### config.mk
export PLATFORM = sky130hd
export DESIGN_NAME = lsi_arb2_flat
export DESIGN_NICKNAME = d
export VERILOG_FILES = /design/src/rtl/lsi_arb2_if.sv /design/src/rtl/lsi_arb2.sv /design/src/flat_wrapper.sv
export SDC_FILE = /design/constraint.sdc
export NUM_CORES = 1
export LEC_CHECK = 0
export CAP_MARGIN = 40
export CORE_MARGIN = 2
export CORE_UTILIZATION = 46
export CTS_BUF_LIST = sky130_fd_sc_hd__clkbuf_4 sky130_fd_sc_hd__clkbuf_8
export DETAILED_ROUTE_END_ITERATION = 10
export PLACE_DENSITY_LB_ADDON = 0.25
export SLEW_MARGIN = 0
export SYNTH_ARGS = -nofsm -noshare
export SYNTH_HDL_FRONTEND = slang
export SYNTH_SLANG_ARGS = --single-unit
### constraint.sdc
create_clock -name lsioc_clk_i -period 3.4 [get_ports lsioc_clk_i]
set_input_delay 0.68 -clock lsioc_clk_i [delete_from_list [all_inputs] [get_ports lsioc_clk_i]]
set_output_delay 0.68 -clock lsioc_clk_i [all_outputs]
set_load 0.005 [all_outputs]
### src/rtl/lsi_arb2_if.sv
// LSI point-to-point port: request channel (rx) toward the target and
// response channel (tx) back to the initiator, each with a vld/busy handshake.
interface lsi_arb2_if #(
    parameter int AW = 28
);
    logic          lsioc_rx_vld;
    logic [AW-1:0] lsioc_rx_sbsp;
    logic [31:0]   lsioc_rx_data;
    logic [2:0]    lsioc_rx_opc;
    logic          lsioc_rx_busy;
    logic [1:0]    lsioc_tx_err_code;
    logic [31:0]   lsioc_tx_data;
    logic          lsioc_tx_vld;
    logic          lsioc_tx_busy;

    // Initiator side: issues requests, consumes responses.
    modport master (
        output lsioc_rx_vld, lsioc_rx_sbsp, lsioc_rx_data, lsioc_rx_opc, lsioc_tx_busy,
        input  lsioc_rx_busy, lsioc_tx_err_code, lsioc_tx_data, lsioc_tx_vld
    );

    // Target side: accepts requests, produces responses.
    modport slave (
        input  lsioc_rx_vld, lsioc_rx_sbsp, lsioc_rx_data, lsioc_rx_opc, lsioc_tx_busy,
        output lsioc_rx_busy, lsioc_tx_err_code, lsioc_tx_data, lsioc_tx_vld
    );
endinterface

### src/rtl/lsi_arb2.sv
// Two-master to one-slave LSI arbiter. Round-robin grant, a single outstanding
// transaction, and a WAIT timeout that turns a silent slave into an error
// response (err=2'b11). Late slave responses outside WAIT are dropped.
//
// state    | meaning
// ---------+-----------------------------------------------------------
// ST_IDLE  | no transaction; accept the winning master's request
// ST_ISSUE | request presented to the slave until it is accepted
// ST_WAIT  | waiting for the slave response, timeout timer running
// ST_RESP  | response held toward the granted master until it is taken
module lsi_arb2 #(
    parameter int AW  = 28,
    parameter int TMO = 255,
    parameter int TW  = 8
) (
    input  logic        lsioc_clk_i,
    input  logic        lsioc_rst_ni,
    lsi_arb2_if.slave   m0,
    lsi_arb2_if.slave   m1,
    lsi_arb2_if.master  s,
    output logic        timeout_o,
    output logic        stale_drop_o
);

    typedef enum logic [1:0] {ST_IDLE, ST_ISSUE, ST_WAIT, ST_RESP} state_e;

    // Timer value on the last WAIT cycle before the timeout fires.
    localparam logic [TW-1:0] TMO_LAST = (TMO == 0) ? '0 : TW'(TMO - 1);

    state_e          state_q;
    logic            rr_ptr_q;
    logic            grant_q;
    logic            s_vld_q;
    logic [AW-1:0]   s_sbsp_q;
    logic [31:0]     s_data_q;
    logic [2:0]      s_opc_q;
    logic [1:0]      m_vld_q;
    logic [1:0][31:0] m_data_q;
    logic [1:0][1:0] m_err_q;
    logic [TW-1:0]   timer_q;
    logic            timeout_q;
    logic            stale_q;

    logic [1:0] req;
    logic       both_req;
    logic       winner;
    logic       in_idle;
    logic       s_tx_busy;
    logic       m_tx_busy_g;

    assign req         = {m1.lsioc_rx_vld, m0.lsioc_rx_vld};
    assign both_req    = (req == 2'b11);
    // With a single requester it wins outright; on contention rr_ptr decides.
    assign winner      = both_req ? rr_ptr_q : req[1];
    assign in_idle     = (state_q == ST_IDLE);
    assign s_tx_busy   = (state_q == ST_RESP);
    assign m_tx_busy_g = grant_q ? m1.lsioc_tx_busy : m0.lsioc_tx_busy;

    assign m0.lsioc_rx_busy = !in_idle || (both_req && rr_ptr_q);
    assign m1.lsioc_rx_busy = !in_idle || (both_req && !rr_ptr_q);

    assign m0.lsioc_tx_vld      = m_vld_q[0];
    assign m0.lsioc_tx_data     = m_data_q[0];
    assign m0.lsioc_tx_err_code = m_err_q[0];
    assign m1.lsioc_tx_vld      = m_vld_q[1];
    assign m1.lsioc_tx_data     = m_data_q[1];
    assign m1.lsioc_tx_err_code = m_err_q[1];

    assign s.lsioc_rx_vld  = s_vld_q;
    assign s.lsioc_rx_sbsp = s_sbsp_q;
    assign s.lsioc_rx_data = s_data_q;
    assign s.lsioc_rx_opc  = s_opc_q;
    assign s.lsioc_tx_busy = s_tx_busy;

    assign timeout_o    = timeout_q;
    assign stale_drop_o = stale_q;

    // Arbitration / sequencing FSM with all outputs registered.
    always_ff @(posedge lsioc_clk_i or negedge lsioc_rst_ni) begin
        if (!lsioc_rst_ni) begin
            state_q   <= ST_IDLE;
            rr_ptr_q  <= 1'b0;
            grant_q   <= 1'b0;
            s_vld_q   <= 1'b0;
            s_sbsp_q  <= '0;
            s_data_q  <= '0;
            s_opc_q   <= '0;
            m_vld_q   <= '0;
            m_data_q  <= '0;
            m_err_q   <= '0;
            timer_q   <= '0;
            timeout_q <= 1'b0;
            stale_q   <= 1'b0;
        end else begin
            timeout_q <= 1'b0;
            // Slave is never stalled in IDLE/ISSUE, so any vld there is a
            // completed handshake of a response nobody is waiting for.
            stale_q   <= s.lsioc_tx_vld && (state_q == ST_IDLE || state_q == ST_ISSUE);
            case (state_q)
                ST_IDLE: begin
                    if (req != 2'b00) begin
                        s_sbsp_q <= winner ? m1.lsioc_rx_sbsp : m0.lsioc_rx_sbsp;
                        s_data_q <= winner ? m1.lsioc_rx_data : m0.lsioc_rx_data;
                        s_opc_q  <= winner ? m1.lsioc_rx_opc  : m0.lsioc_rx_opc;
                        grant_q  <= winner;
                        s_vld_q  <= 1'b1;
                        state_q  <= ST_ISSUE;
                    end
                end
                ST_ISSUE: begin
                    if (!s.lsioc_rx_busy) begin
                        s_vld_q <= 1'b0;
                        timer_q <= '0;
                        state_q <= ST_WAIT;
                    end
                end
                ST_WAIT: begin
                    if (s.lsioc_tx_vld) begin
                        m_err_q[grant_q]  <= s.lsioc_tx_err_code;
                        m_data_q[grant_q] <= s.lsioc_tx_data;
                        m_vld_q[grant_q]  <= 1'b1;
                        state_q           <= ST_RESP;
                    end else if (TMO != 0 && timer_q == TMO_LAST) begin
                        m_err_q[grant_q]  <= 2'b11;
                        m_data_q[grant_q] <= '0;
                        m_vld_q[grant_q]  <= 1'b1;
                        timeout_q         <= 1'b1;
                        state_q           <= ST_RESP;
                    end else if (timer_q != '1) begin
                        timer_q <= timer_q + 1'b1;
                    end
                end
                ST_RESP: begin
                    if (!m_tx_busy_g) begin
                        m_vld_q  <= '0;
                        rr_ptr_q <= ~grant_q;
                        state_q  <= ST_IDLE;
                    end
                end
                default: state_q <= ST_IDLE;
            endcase
        end
    end

endmodule

### src/flat_wrapper.sv
// flat-port wrapper written by rule: the top's interface ports become plain ports
module lsi_arb2_flat 
#(
    parameter int AW  = 28,
    parameter int TMO = 255,
    parameter int TW  = 8
)
  (lsioc_clk_i, lsioc_rst_ni, timeout_o, stale_drop_o, m0_lsioc_rx_vld, m0_lsioc_rx_sbsp, m0_lsioc_rx_data, m0_lsioc_rx_opc, m0_lsioc_tx_busy, m0_lsioc_rx_busy, m0_lsioc_tx_err_code, m0_lsioc_tx_data, m0_lsioc_tx_vld, m1_lsioc_rx_vld, m1_lsioc_rx_sbsp, m1_lsioc_rx_data, m1_lsioc_rx_opc, m1_lsioc_tx_busy, m1_lsioc_rx_busy, m1_lsioc_tx_err_code, m1_lsioc_tx_data, m1_lsioc_tx_vld, s_lsioc_rx_vld, s_lsioc_rx_sbsp, s_lsioc_rx_data, s_lsioc_rx_opc, s_lsioc_tx_busy, s_lsioc_rx_busy, s_lsioc_tx_err_code, s_lsioc_tx_data, s_lsioc_tx_vld);
  lsi_arb2_if #(.AW(AW)) m0_i ();
  lsi_arb2_if #(.AW(AW)) m1_i ();
  lsi_arb2_if #(.AW(AW)) s_i ();
  input  logic lsioc_clk_i;
  input  logic lsioc_rst_ni;
  output logic timeout_o;
  output logic stale_drop_o;
  input wire logic [$bits(m0_i.lsioc_rx_vld)-1:0] m0_lsioc_rx_vld;
  input wire logic [$bits(m0_i.lsioc_rx_sbsp)-1:0] m0_lsioc_rx_sbsp;
  input wire logic [$bits(m0_i.lsioc_rx_data)-1:0] m0_lsioc_rx_data;
  input wire logic [$bits(m0_i.lsioc_rx_opc)-1:0] m0_lsioc_rx_opc;
  input wire logic [$bits(m0_i.lsioc_tx_busy)-1:0] m0_lsioc_tx_busy;
  output wire logic [$bits(m0_i.lsioc_rx_busy)-1:0] m0_lsioc_rx_busy;
  output wire logic [$bits(m0_i.lsioc_tx_err_code)-1:0] m0_lsioc_tx_err_code;
  output wire logic [$bits(m0_i.lsioc_tx_data)-1:0] m0_lsioc_tx_data;
  output wire logic [$bits(m0_i.lsioc_tx_vld)-1:0] m0_lsioc_tx_vld;
  input wire logic [$bits(m1_i.lsioc_rx_vld)-1:0] m1_lsioc_rx_vld;
  input wire logic [$bits(m1_i.lsioc_rx_sbsp)-1:0] m1_lsioc_rx_sbsp;
  input wire logic [$bits(m1_i.lsioc_rx_data)-1:0] m1_lsioc_rx_data;
  input wire logic [$bits(m1_i.lsioc_rx_opc)-1:0] m1_lsioc_rx_opc;
  input wire logic [$bits(m1_i.lsioc_tx_busy)-1:0] m1_lsioc_tx_busy;
  output wire logic [$bits(m1_i.lsioc_rx_busy)-1:0] m1_lsioc_rx_busy;
  output wire logic [$bits(m1_i.lsioc_tx_err_code)-1:0] m1_lsioc_tx_err_code;
  output wire logic [$bits(m1_i.lsioc_tx_data)-1:0] m1_lsioc_tx_data;
  output wire logic [$bits(m1_i.lsioc_tx_vld)-1:0] m1_lsioc_tx_vld;
  output wire logic [$bits(s_i.lsioc_rx_vld)-1:0] s_lsioc_rx_vld;
  output wire logic [$bits(s_i.lsioc_rx_sbsp)-1:0] s_lsioc_rx_sbsp;
  output wire logic [$bits(s_i.lsioc_rx_data)-1:0] s_lsioc_rx_data;
  output wire logic [$bits(s_i.lsioc_rx_opc)-1:0] s_lsioc_rx_opc;
  output wire logic [$bits(s_i.lsioc_tx_busy)-1:0] s_lsioc_tx_busy;
  input wire logic [$bits(s_i.lsioc_rx_busy)-1:0] s_lsioc_rx_busy;
  input wire logic [$bits(s_i.lsioc_tx_err_code)-1:0] s_lsioc_tx_err_code;
  input wire logic [$bits(s_i.lsioc_tx_data)-1:0] s_lsioc_tx_data;
  input wire logic [$bits(s_i.lsioc_tx_vld)-1:0] s_lsioc_tx_vld;
  assign m0_i.lsioc_rx_vld = m0_lsioc_rx_vld;
  assign m0_i.lsioc_rx_sbsp = m0_lsioc_rx_sbsp;
  assign m0_i.lsioc_rx_data = m0_lsioc_rx_data;
  assign m0_i.lsioc_rx_opc = m0_lsioc_rx_opc;
  assign m0_i.lsioc_tx_busy = m0_lsioc_tx_busy;
  assign m0_lsioc_rx_busy = m0_i.lsioc_rx_busy;
  assign m0_lsioc_tx_err_code = m0_i.lsioc_tx_err_code;
  assign m0_lsioc_tx_data = m0_i.lsioc_tx_data;
  assign m0_lsioc_tx_vld = m0_i.lsioc_tx_vld;
  assign m1_i.lsioc_rx_vld = m1_lsioc_rx_vld;
  assign m1_i.lsioc_rx_sbsp = m1_lsioc_rx_sbsp;
  assign m1_i.lsioc_rx_data = m1_lsioc_rx_data;
  assign m1_i.lsioc_rx_opc = m1_lsioc_rx_opc;
  assign m1_i.lsioc_tx_busy = m1_lsioc_tx_busy;
  assign m1_lsioc_rx_busy = m1_i.lsioc_rx_busy;
  assign m1_lsioc_tx_err_code = m1_i.lsioc_tx_err_code;
  assign m1_lsioc_tx_data = m1_i.lsioc_tx_data;
  assign m1_lsioc_tx_vld = m1_i.lsioc_tx_vld;
  assign s_lsioc_rx_vld = s_i.lsioc_rx_vld;
  assign s_lsioc_rx_sbsp = s_i.lsioc_rx_sbsp;
  assign s_lsioc_rx_data = s_i.lsioc_rx_data;
  assign s_lsioc_rx_opc = s_i.lsioc_rx_opc;
  assign s_lsioc_tx_busy = s_i.lsioc_tx_busy;
  assign s_i.lsioc_rx_busy = s_lsioc_rx_busy;
  assign s_i.lsioc_tx_err_code = s_lsioc_tx_err_code;
  assign s_i.lsioc_tx_data = s_lsioc_tx_data;
  assign s_i.lsioc_tx_vld = s_lsioc_tx_vld;
  lsi_arb2 #(.AW(AW), .TMO(TMO), .TW(TW)) u_core (.lsioc_clk_i(lsioc_clk_i), .lsioc_rst_ni(lsioc_rst_ni), .m0(m0_i), .m1(m1_i), .s(s_i), .timeout_o(timeout_o), .stale_drop_o(stale_drop_o));
endmodule
After elaboration in Yosys (flattened, before gate mapping). Index checks and enable logic that the tools add are counted.

Register bits after elaboration: 148. Input port bits: 168. Output and inout port bits: 139. Word-level logic and storage cells: 96.

Add/subtract/negate cells: 1. Magnitude comparators: 2. Eq/ne operators: 13. Multiplexer cells: 37. Bitwise gates (word level): 6. Reductions and logical operators: 22.

Operator list (count): 64-bit two-way mux (2); 64-bit AND (1); 64-bit bitwise mux (1); 32-bit two-way mux (2); 64-bit NOT (1); 32-bit demux with 1-bit select (1); 8-bit two-way mux (4); 28-bit two-way mux (1); 2-bit two-way mux (8); 8-bit case mux with 2 select lines (1); 2-bit != test, second input constant (5); 2-bit nonzero test (5); 8-bit by 1-bit adder with 8-bit output, second input constant (1); 8-bit == test, second input constant (1); 1-bit two-way mux (8); 4-bit two-way mux (2); 8-bit != test, second input constant (1); 2-bit case mux with 4 select lines (1); 2-bit == test, second input constant (3); 2-bit AND reduction (3); 3-bit AND reduction (2); 5-bit AND reduction (1); 4-bit bitwise mux (1); 1-bit logical AND (4); other kinds (17) (21).

Logic depth before layout (Yosys ltp). Gate-level depths: netlist of run 1.

Word-level depth: 8. Gate-level depth with buffers: 8. Mapped depth without buffers: 6.

Least setup slack after synthesis of run 1. No wires, ideal clock.

Path kind: reg-to-reg. Start point: reg u_core.state_q[0]. End point: reg u_core.state_q[1]. Library setup time: 0.125 ns. Data arrival time: 1.640 ns. Data required time: 3.275 ns. Setup slack: 1.635 ns. Cell stages (with the launch flop): 8. Path buffers: 1. Clock period less this slack: 1.765 ns. Cells stage by stage: dfrtp_1 -> inv_1 -> ha_1 -> buf_2 -> nand2b_1 -> a41o_1 -> o211ai_1 -> mux2_2.

Longest elaborated chain between the ends: 3. Elaborated cells on any way between the ends: 10. Those cells by class: eq/ne (7); mux (1); reduce/logical (2).

RTL lines: start: declaration (line lsi_arb2.sv:30) `state_e state_q;`; start signal: assignment (line lsi_arb2.sv:81) `state_q <= ST_IDLE;`; start signal: assignment (line lsi_arb2.sv:107) `state_q <= ST_ISSUE;`; start signal: assignment (line lsi_arb2.sv:114) `state_q <= ST_WAIT;`; 2-bit == test, or another cell as far along (line lsi_arb2.sv:99) `case (state_q)`; 3-bit by 2-bit != test with 1-bit output (no source line) / 2-bit != test (equally long branches); 4-bit AND reduction (no source line).

Several ways; a longest one is shown, not always the timed one. A chain may end at the register's enable or synchronous reset.

Final worst setup path of run 1.
Start point: in m1_lsioc_rx_vld. End point: out m1_lsioc_rx_busy.

Longest elaborated chain between the ends: 3.

RTL lines: start: declaration (line flat_wrapper.sv:25) `input wire logic [$bits(m1_i.lsioc_rx_vld)-1:0] m1_lsioc_rx_vld;`; 2-bit == test (line lsi_arb2.sv:52) `assign both_req = (req == 2'b11);`; 1-bit logical AND (line lsi_arb2.sv:60) `assign m1.lsioc_rx_busy = !in_idle || (both_req && !rr_ptr_q);`; 1-bit logical OR (line lsi_arb2.sv:60); end: declaration (line flat_wrapper.sv:30) `output wire logic [$bits(m1_i.lsioc_rx_busy)-1:0] m1_lsioc_rx_busy;`.

No other way between the ends.

==> results of run 1 <==
power by group through the flow:
| stage | Sequential (mW) | Clock (mW) | Combinational (mW) |
|---|---|---|---|
| final | 3.02 | 1.40 | 3.72 |
| after global routing | 3.11 | 1.52 | 4.03 |
| after CTS | 3.02 | 1.44 | 3.76 |
| after detailed placement | 3.05 | 0 | 3.74 |
| after global placement | 3.00 | 0 | 3.63 |
| after floorplan | 3.03 | 0 | 1.46 |
worst max-delay path, stage by stage:
cell and delay, ns:
clkdlybuf4s50_1 0.63, nand2_1 0.08, o21ai_0 0.15, clkdlybuf4s50_1 0.52
flip-flops by register name (all words and copies together), names as in the netlist, 3 cells and up:
register and count:
u_core.s.lsioc_rx_opc 3, u_core.s.lsioc_rx_sbsp 28, u_core.timer_q 8, u_core.m1.lsioc_tx_data 32, u_core.m0.lsioc_tx_data 32, u_core.s.lsioc_rx_data 32
final timing paths:
check	start	endpoint	slack (ns)	cells past startpoint
max	m1_lsioc_rx_vld	m1_lsioc_rx_busy	0.67	4
min	lsioc_rst_ni	u_core.m0.lsioc_tx_data[29]	0.24	1
max reg2reg	u_core.state_q[0]	u_core.state_q[1]	0.98	6
min reg2reg	u_core.s.lsioc_rx_data[13]	u_core.s.lsioc_rx_data[13]	0.48	2
max in group asynchronous	lsioc_rst_ni	u_core.m0.lsioc_tx_data[0]	2.38	2
min in group lsioc_clk_i	u_core.s.lsioc_rx_data[13]	u_core.s.lsioc_rx_data[13]	0.48	2
layout by cell type, fill, tap and decap left out, types with 3 or more instances in the layout:
cell type          n
clkdlybuf4s50_1  305
dfrtp_1          148
nand2_1           72
o21ai_0           69
mux2i_1           64
a32o_1            64
clkbuf_8          17
buf_4             15
inv_1             12
a21oi_1           12
nor2_1             9
nand3_1            6
a31oi_1            6
ha_1               6
inv_6              4
buf_12             4
nor3_1             3
mux2_2             3
a41oi_1            3
clkinvlp_4         3
inv_8              3
area by class of cell:
class	instances	area (um^2)	share of cell area [%]
Clock inverter	14	169	1.66
Inverter	12	45.0	0.444
Sequential cell	148	3700	36.5
Tap cell	180	225	2.22
Clock buffer	18	241	2.38
Timing Repair Buffer	326	3270	32.2
Multi-Input combinational cell	346	2490	24.6
through the flow:
stage	std cells	hold slack (ns)	power (mW)	utilization (%)	area, um^2
after floorplan	552	0.384	4.50	-	6460
after global placement	1011	0.463	6.64	70.3	9720
after detailed placement	1012	0.469	6.79	70.4	9740
after CTS	1044	0.251	8.21	73.4	10100
after global routing	1044	0.269	8.66	73.4	10100
final	1044	0.242	8.13	73.4	10100
layer usage:
layer	vias to the layer above	wire [um]
met1	2713	7210
met3	37	1390
met4	0	573
met5	-	0
li1	2639	-
met2	260	9800
kinds of logic (layout without fill, tap and decap cells):
group | after synthesis | in the layout
AO/OA/AOI/OAI | 171 | 171
flip-flops | 148 | 148
AND/OR/NAND/NOR | 101 | 101
multiplexers | 67 | 67
buffers and inverters | 58 | 370
adder cells (fa/ha/maj) | 7 | 7
==> metrics.md, run 1 <==
| Metric | Value |
|---|---|
| Die Area | roughly 0.015 mm^2 |
| Clk network pwr share | 17.2% |
| Htree depth | 4 |
| Final setup viols | 0 |
| Routed wire per std cell | 18.2 um |
| Internal | 5.39 mW |
| Share of cells above drive strength 1 | 7.52% |
| Num ports | 307 |
| Worst Hold Class | in -> async |
| Main combinational cell family by area after synthesis | compound AO/OA/AOI/OAI gates |
| Startpoint type of the worst setup path | input port |
| CTS tree | done |
| Antenna Nets Post-Route | 0 |
| Routability cong. | 0.805 |
| Die height | roughly 120 um |
| Cell with the most instances after synthesis | dfrtp_1 |
| CTS Hold Bufs | 0 |
| Drt via density | 5.41 |
| Synth area leader | dfrtp_1 |
| Sequential power share | approximately 37% |
| Period utilization | 80.3% |
| Layout area overhead | 57.0% |
| Drc violations | 0 |
| GR peak layer | met2 |
| Syn avg cell area | 11.7 um^2 |
| Syn_nets | approximately 730 |
| Initial DRT Pass Iterations | 5 |
| Post-synthesis xor/xnor area fraction | 0% |
| Post-Synth Simple-Gate Area | approximately 7.0% |
| Initial antenna violation count | 0 |
| Setup Skew | approximately 0.011 ns |
| Clock latency at the later pin of the worst-skew pair | about 0.44 ns |
| Setup CP Type | in -> out |
| Met3 usage | ~6.6% |
| Initial DRC count | 334 |
| Status | complete, no violations |
| Crit path DAT | 2.05 ns |
| Distinct cells, synth | 41 |
| Clk slew on worst S/H paths | approximately 0.080 ns |
| Initial Util | 46.7% |
| Yosys warnings | 0 |
| Fin crit period | 2.73 ns |
| Sw frac | 33.7% |
| Num rows | 43 |
| PD cells | 802 mW/mm^2 |
| Post-CTS Repair Setup Buffers | 0 |
| Final net count | just over 1,000 |
| Combinational share of power | 45.7% |
| Clock sink total | roughly 150 |
| Yosys reg bits | between 100 and 150 |
| CP endpoint kind | output port |
| Max_slew headroom | between 40 and 50% |
| Leak | 4.43 nW |
| DP HPWL | between 10,000 and 15,000 um |
| Vias | 5,649 |
| Adder-Cell Fraction of Synth Area | 1.36% |
| Max-cap viol count | 0 |
| GRT overflow | 0 |
| Met2 global-route usage | 43.0% |
| RSZ-0062 raised after global routing | false |
| Cells after Synth | between 500 and 600 |
| CTS Buf Count | 17 |
| Pin count of the biggest net entering global routing | 73 |
| Multiplexer share of the synthesized area | 10.4% |
| Core Box Area | between 0.01 and 0.015 mm^2 |
| Most area-consuming cells after synthesis | dfrtp_1, a32o_1, mux2i_1 |
| Post-synthesis async set-or-reset flop share | 100% |
| Setup_tns | 0 ns |
| Worst-Margin Slew | 0.751 ns |
| Die width | roughly 120 um |
| Met1 Use GR | 28.7% |
| First-pass GRT wire length | 28,300 um |
| EDFF count, synth | 0 |
| FILL cells | about 870 |
| Final max-slew violation count | 0 |
| NetSw | 2.74 mW |
| Synth Cell Area | 0.00646 mm^2 |
| Global Route Usage Sum | 24.7% |
| Synth cell count leaders | dfrtp_1, nand2_1, o21ai_0 |
| Final Hold Fails | 0 |
| Detailed-route wire length | 19,000 um |
| Place WS | between 0.5 and 0.6 ns |
| VDD IR max | 362 uV |
| Antenna diode count | 0 |
| Top-area cell type share of the netlist area | 57.3% |
| Number of buffers inserted by port buffering | 306 |
| Post-synthesis sequential area ratio | 57.3% |
| PnR worst setup slack | 0.669 ns |
| Critical path fanouts, max | 5 |
| Vias in the first global route | 5,570 |
| Peak Freq | 366 MHz |
| Clock buffer depth | 2 |
| Primary FF master, synth | dfrtp_1 |
| CTS resizes | 0 |
| CTS Root Cell | clkbuf_8 |
| Worst Path Required | 2.72 ns |
| Post-synthesis compound-gate area fraction | 19.3% |
No activity file was read; power rests on OpenSTA's default activity.
==> run 2: changes to the inputs <==
--- a/config.mk
+++ b/config.mk
@@ -7,7 +7,7 @@
 export LEC_CHECK = 0
 export CAP_MARGIN = 40
 export CORE_MARGIN = 2
-export CORE_UTILIZATION = 46
+export CORE_UTILIZATION = 38
 export CTS_BUF_LIST = sky130_fd_sc_hd__clkbuf_4 sky130_fd_sc_hd__clkbuf_8
 export DETAILED_ROUTE_END_ITERATION = 10
 export PLACE_DENSITY_LB_ADDON = 0.25
==> constraint.sdc (replaced) <==
create_clock -name lsioc_clk_i -period 2.3 [get_ports lsioc_clk_i]
set_input_delay 0.46 -clock lsioc_clk_i [delete_from_list [all_inputs] [get_ports lsioc_clk_i]]
set_output_delay 0.46 -clock lsioc_clk_i [all_outputs]
set_load 0.005 [all_outputs]
==> run 2 against run 1 <==
Against the previous run:
- utilization shrank 11 points
- critical path depth is the same
- non-clock buffer count grew 1
- cell count grew 3.6%
- setup slack lost 0.54 ns
- sequential power grew 49%
- clock-buffer cell count grew 2
- clock power grew 64%
- total power grew 52%
- first-iteration DRC count shrank 18%
==> metrics.md, run 2 (synthesized netlist as in run 1, its figures left out) <==
| Metric | Value |
|---|---|
| Global Route Usage Sum | 21.1% (was 24.7%) |
| Initial antenna violation count | 0 (unchanged) |
| Final setup viols | 0 (unchanged) |
| Die height | 134 um (was 123 um) |
| Final max-slew violation count | 0 (unchanged) |
| RSZ-0062 raised after global routing | false (unchanged) |
| Setup CP Type | reg -> out (was in -> out) |
| Detailed-route wire length | 18,800 um (was 19,000 um) |
| CTS tree | done (unchanged) |
| Routed wire per std cell | 17.4 um (was 18.2 um) |
| DP HPWL | 14,100 um (was 14,300 um) |
| Max stage delay on crit path | 0.49 ns (was 0.63 ns) |
| Num ports | 307 (unchanged) |
| Vias | 5,579 (was 5,649) |
| Routability cong. | 0.857 (was 0.805) |
| Clk slew on worst S/H paths | 0.07 ns (was 0.08 ns) |
| Setup Skew | 0.0114 ns (about the same) |
| Antenna diode count | 0 (unchanged) |
| Post-CTS Repair Setup Buffers | 0 (unchanged) |
| Layout area overhead | 59.5% (was 57.0%) |
| Worst Hold Class | reg -> reg (was in -> async) |
| CTS Buf Count | 17 (unchanged) |
| Htree depth | 4 (unchanged) |
| Worst Path Required | 1.84 ns (was 2.72 ns) |
| Status | complete, no violations (unchanged) |
| Number of buffers inserted by port buffering | 306 (unchanged) |
| CP endpoint kind | output port (unchanged) |
| VDD IR max | 487 uV (was 362 uV) |
| Startpoint type of the worst setup path | flop (was input port) |
| Core Box Area | 0.0166 mm^2 (was 0.0138 mm^2) |
| Die Area | 0.0181 mm^2 (was 0.0150 mm^2) |
| Peak Freq | 460 MHz |
| Drt via density | 5.16 (was 5.41) |
| Clock sink total | 148 (unchanged) |
| Drc violations | 0 (unchanged) |
| Vias in the first global route | 5,834 (was 5,570) |
| Leak | 4.49 nW (was 4.43 nW) |
| Pin count of the biggest net entering global routing | 65 (was 73) |
| Most common cell after layout, fill and taps aside | clkdlybuf4s50_1 (unchanged) |
| Max-cap viol count | 0 (unchanged) |
| Total Power | 12.3 mW (was 8.13 mW) |
| Share of cells above drive strength 1 | 7.42% (was 7.52%) |
| Final Hold Fails | 0 (unchanged) |
| Critical path, cell by cell | inv_1, ha_4, nand2_1, clkdlybuf4s50_1 (was clkdlybuf4s50_1, nand2_1, o21ai_0, clkdlybuf4s50_1) |
| Die width | 134 um (was 123 um) |
| Worst-Margin Slew | 0.638 ns (was 0.751 ns) |
| Antenna Nets Post-Route | 0 (unchanged) |
| GRT overflow | 0 (unchanged) |
| Worst hold slack | 0.482 ns (was 0.242 ns) |
| Initial DRT Pass Iterations | 4 (was 5) |
| Initial DRC count | 275 (was 334) |
| Post-placement cell count | 1,052 (was 1,012) |
| Clock buffer depth | 2 (unchanged) |
| Crit path DAT | 1.71 ns (was 2.05 ns) |
| Critical path fanouts, max | 6 (was 5) |
| PD cells | 1200 mW/mm^2 (was 802 mW/mm^2) |
| Slowest CP cell | clkdlybuf4s50_1 (unchanged) |
| Setup_tns | 0 ns (unchanged) |
| CTS Root Cell | clkbuf_8 (unchanged) |
| Fin crit period | between 2 and 2.5 ns |
| Period utilization | 94.6% |
| Clock latency at the later pin of the worst-skew pair | 0.44 ns (about the same) |
| Final cell count without fillers | 1,082 (was 1,044) |
| Commonest non-fill, non-tap cells in the layout | clkdlybuf4s50_1, dfrtp_1, nand2_1 (unchanged) |
| Initial Util | 39.0% (was 46.7%) |
| Final net count | 1,027 (was 1,026) |
| First-pass GRT wire length | 29,800 um (was 28,300 um) |
| Max_slew headroom | 57.5% (was 49.9%) |
| Num rows | 47 (was 43) |
==> run 2: cell count changes in the layout (fill, tap and decap cells not counted), moves of 3 or more <==
cell	delta
clkbuf_8	+3
buf_12	+4
inv_6	-3
inv_8	-3
buf_4	-3
bufinv_16	+3
==> run 2: layer usage <==
| layer | up-vias | share of wire (%) | track usage [%] |
|---|---|---|---|
| met3 | 17 | 6.7 | 5.59 |
| met2 | 250 | 52 | 37.1 |
| met4 | 0 | 1.4 | 6.20 |
| met5 | - | 0 | 0 |
| li1 | 2640 | - | - |
| met1 | 2672 | 40 | 25.6 |
==> run 2: repair_timing <==
item / CTS / global route
endpoints found under the hold margin: 51 / 0
hold buffers: 1 / 0
gates resized for setup: 2 / 2
setup endpoints to repair: 2 / 2
==> run 2: stage by stage <==
step | worst slack, ns | util (%) | instance area, um^2
after floorplan | 0.535 | - | 6460
after global placement | 0.147 | 59.3 | 9830
after detailed placement | 0.105 | 59.3 | 9830
after CTS | 0.00904 | 62.1 | 10300
after global routing | 0.0321 | 62.1 | 10300
final | 0.125 | 62.1 | 10300
==> run 2: final timing paths <==
kind	to	slack (ns)	start	cells past startpoint
worst max-delay path	m0_lsioc_rx_busy	0.13	u_core.state_q[1]	4
worst min-delay path	u_core.s.lsioc_rx_data[12]	0.48	u_core.s.lsioc_rx_data[12]	2
worst max register to register	u_core.timer_q[1]	0.34	u_core.timer_q[0]	5
worst min register to register	u_core.s.lsioc_rx_data[12]	0.48	u_core.s.lsioc_rx_data[12]	2
max in group asynchronous	u_core.m1.lsioc_tx_data[15]	1.08	lsioc_rst_ni	3
min in group asynchronous	u_core.m0.lsioc_tx_data[24]	0.54	lsioc_rst_ni	2
==> run 2: power breakdown <==
group | switching [mW] | leakage (nW) | internal, mW
Clock | 0.931 | 0.227 | 1.36
Combinational | 2.29 | 2.41 | 3.26
Sequential | 0.729 | 1.85 | 3.76
Total | 3.95 | 4.49 | 8.38
==> run 2: critical path: cells and delay by family, from the launching register on <==
| kind | cells | cell delay (ns) |
|---|---|---|
| flip-flops | 1 | 0.41 |
| AND/OR/NAND/NOR | 1 | 0.06 |
| adder cells (fa/ha/maj) | 1 | 0.20 |
| buffers and inverters | 2 | 0.61 |
==> run 2: cell type report <==
cell class                      instances  area (um^2)
Fill cell                            1298         6280
Multi-Input combinational cell        346         2500
Timing Repair Buffer                  327         3330
Sequential cell                       148         3700
Inverter                               12         45.0
Tap cell                              220          275
Clock inverter                          9          176
Clock buffer                           20          275
==> run 3: changes to the inputs <==
--- a/config.mk
+++ b/config.mk
@@ -10,6 +10,7 @@
 export CORE_UTILIZATION = 38
 export CTS_BUF_LIST = sky130_fd_sc_hd__clkbuf_4 sky130_fd_sc_hd__clkbuf_8
 export DETAILED_ROUTE_END_ITERATION = 10
+export GPL_ROUTABILITY_DRIVEN = 0
 export PLACE_DENSITY_LB_ADDON = 0.25
 export SLEW_MARGIN = 0
 export SYNTH_ARGS = -nofsm -noshare
==> results of run 3 <==
Same layout as run 2: the final DEF is identical, and so are final timing and power.
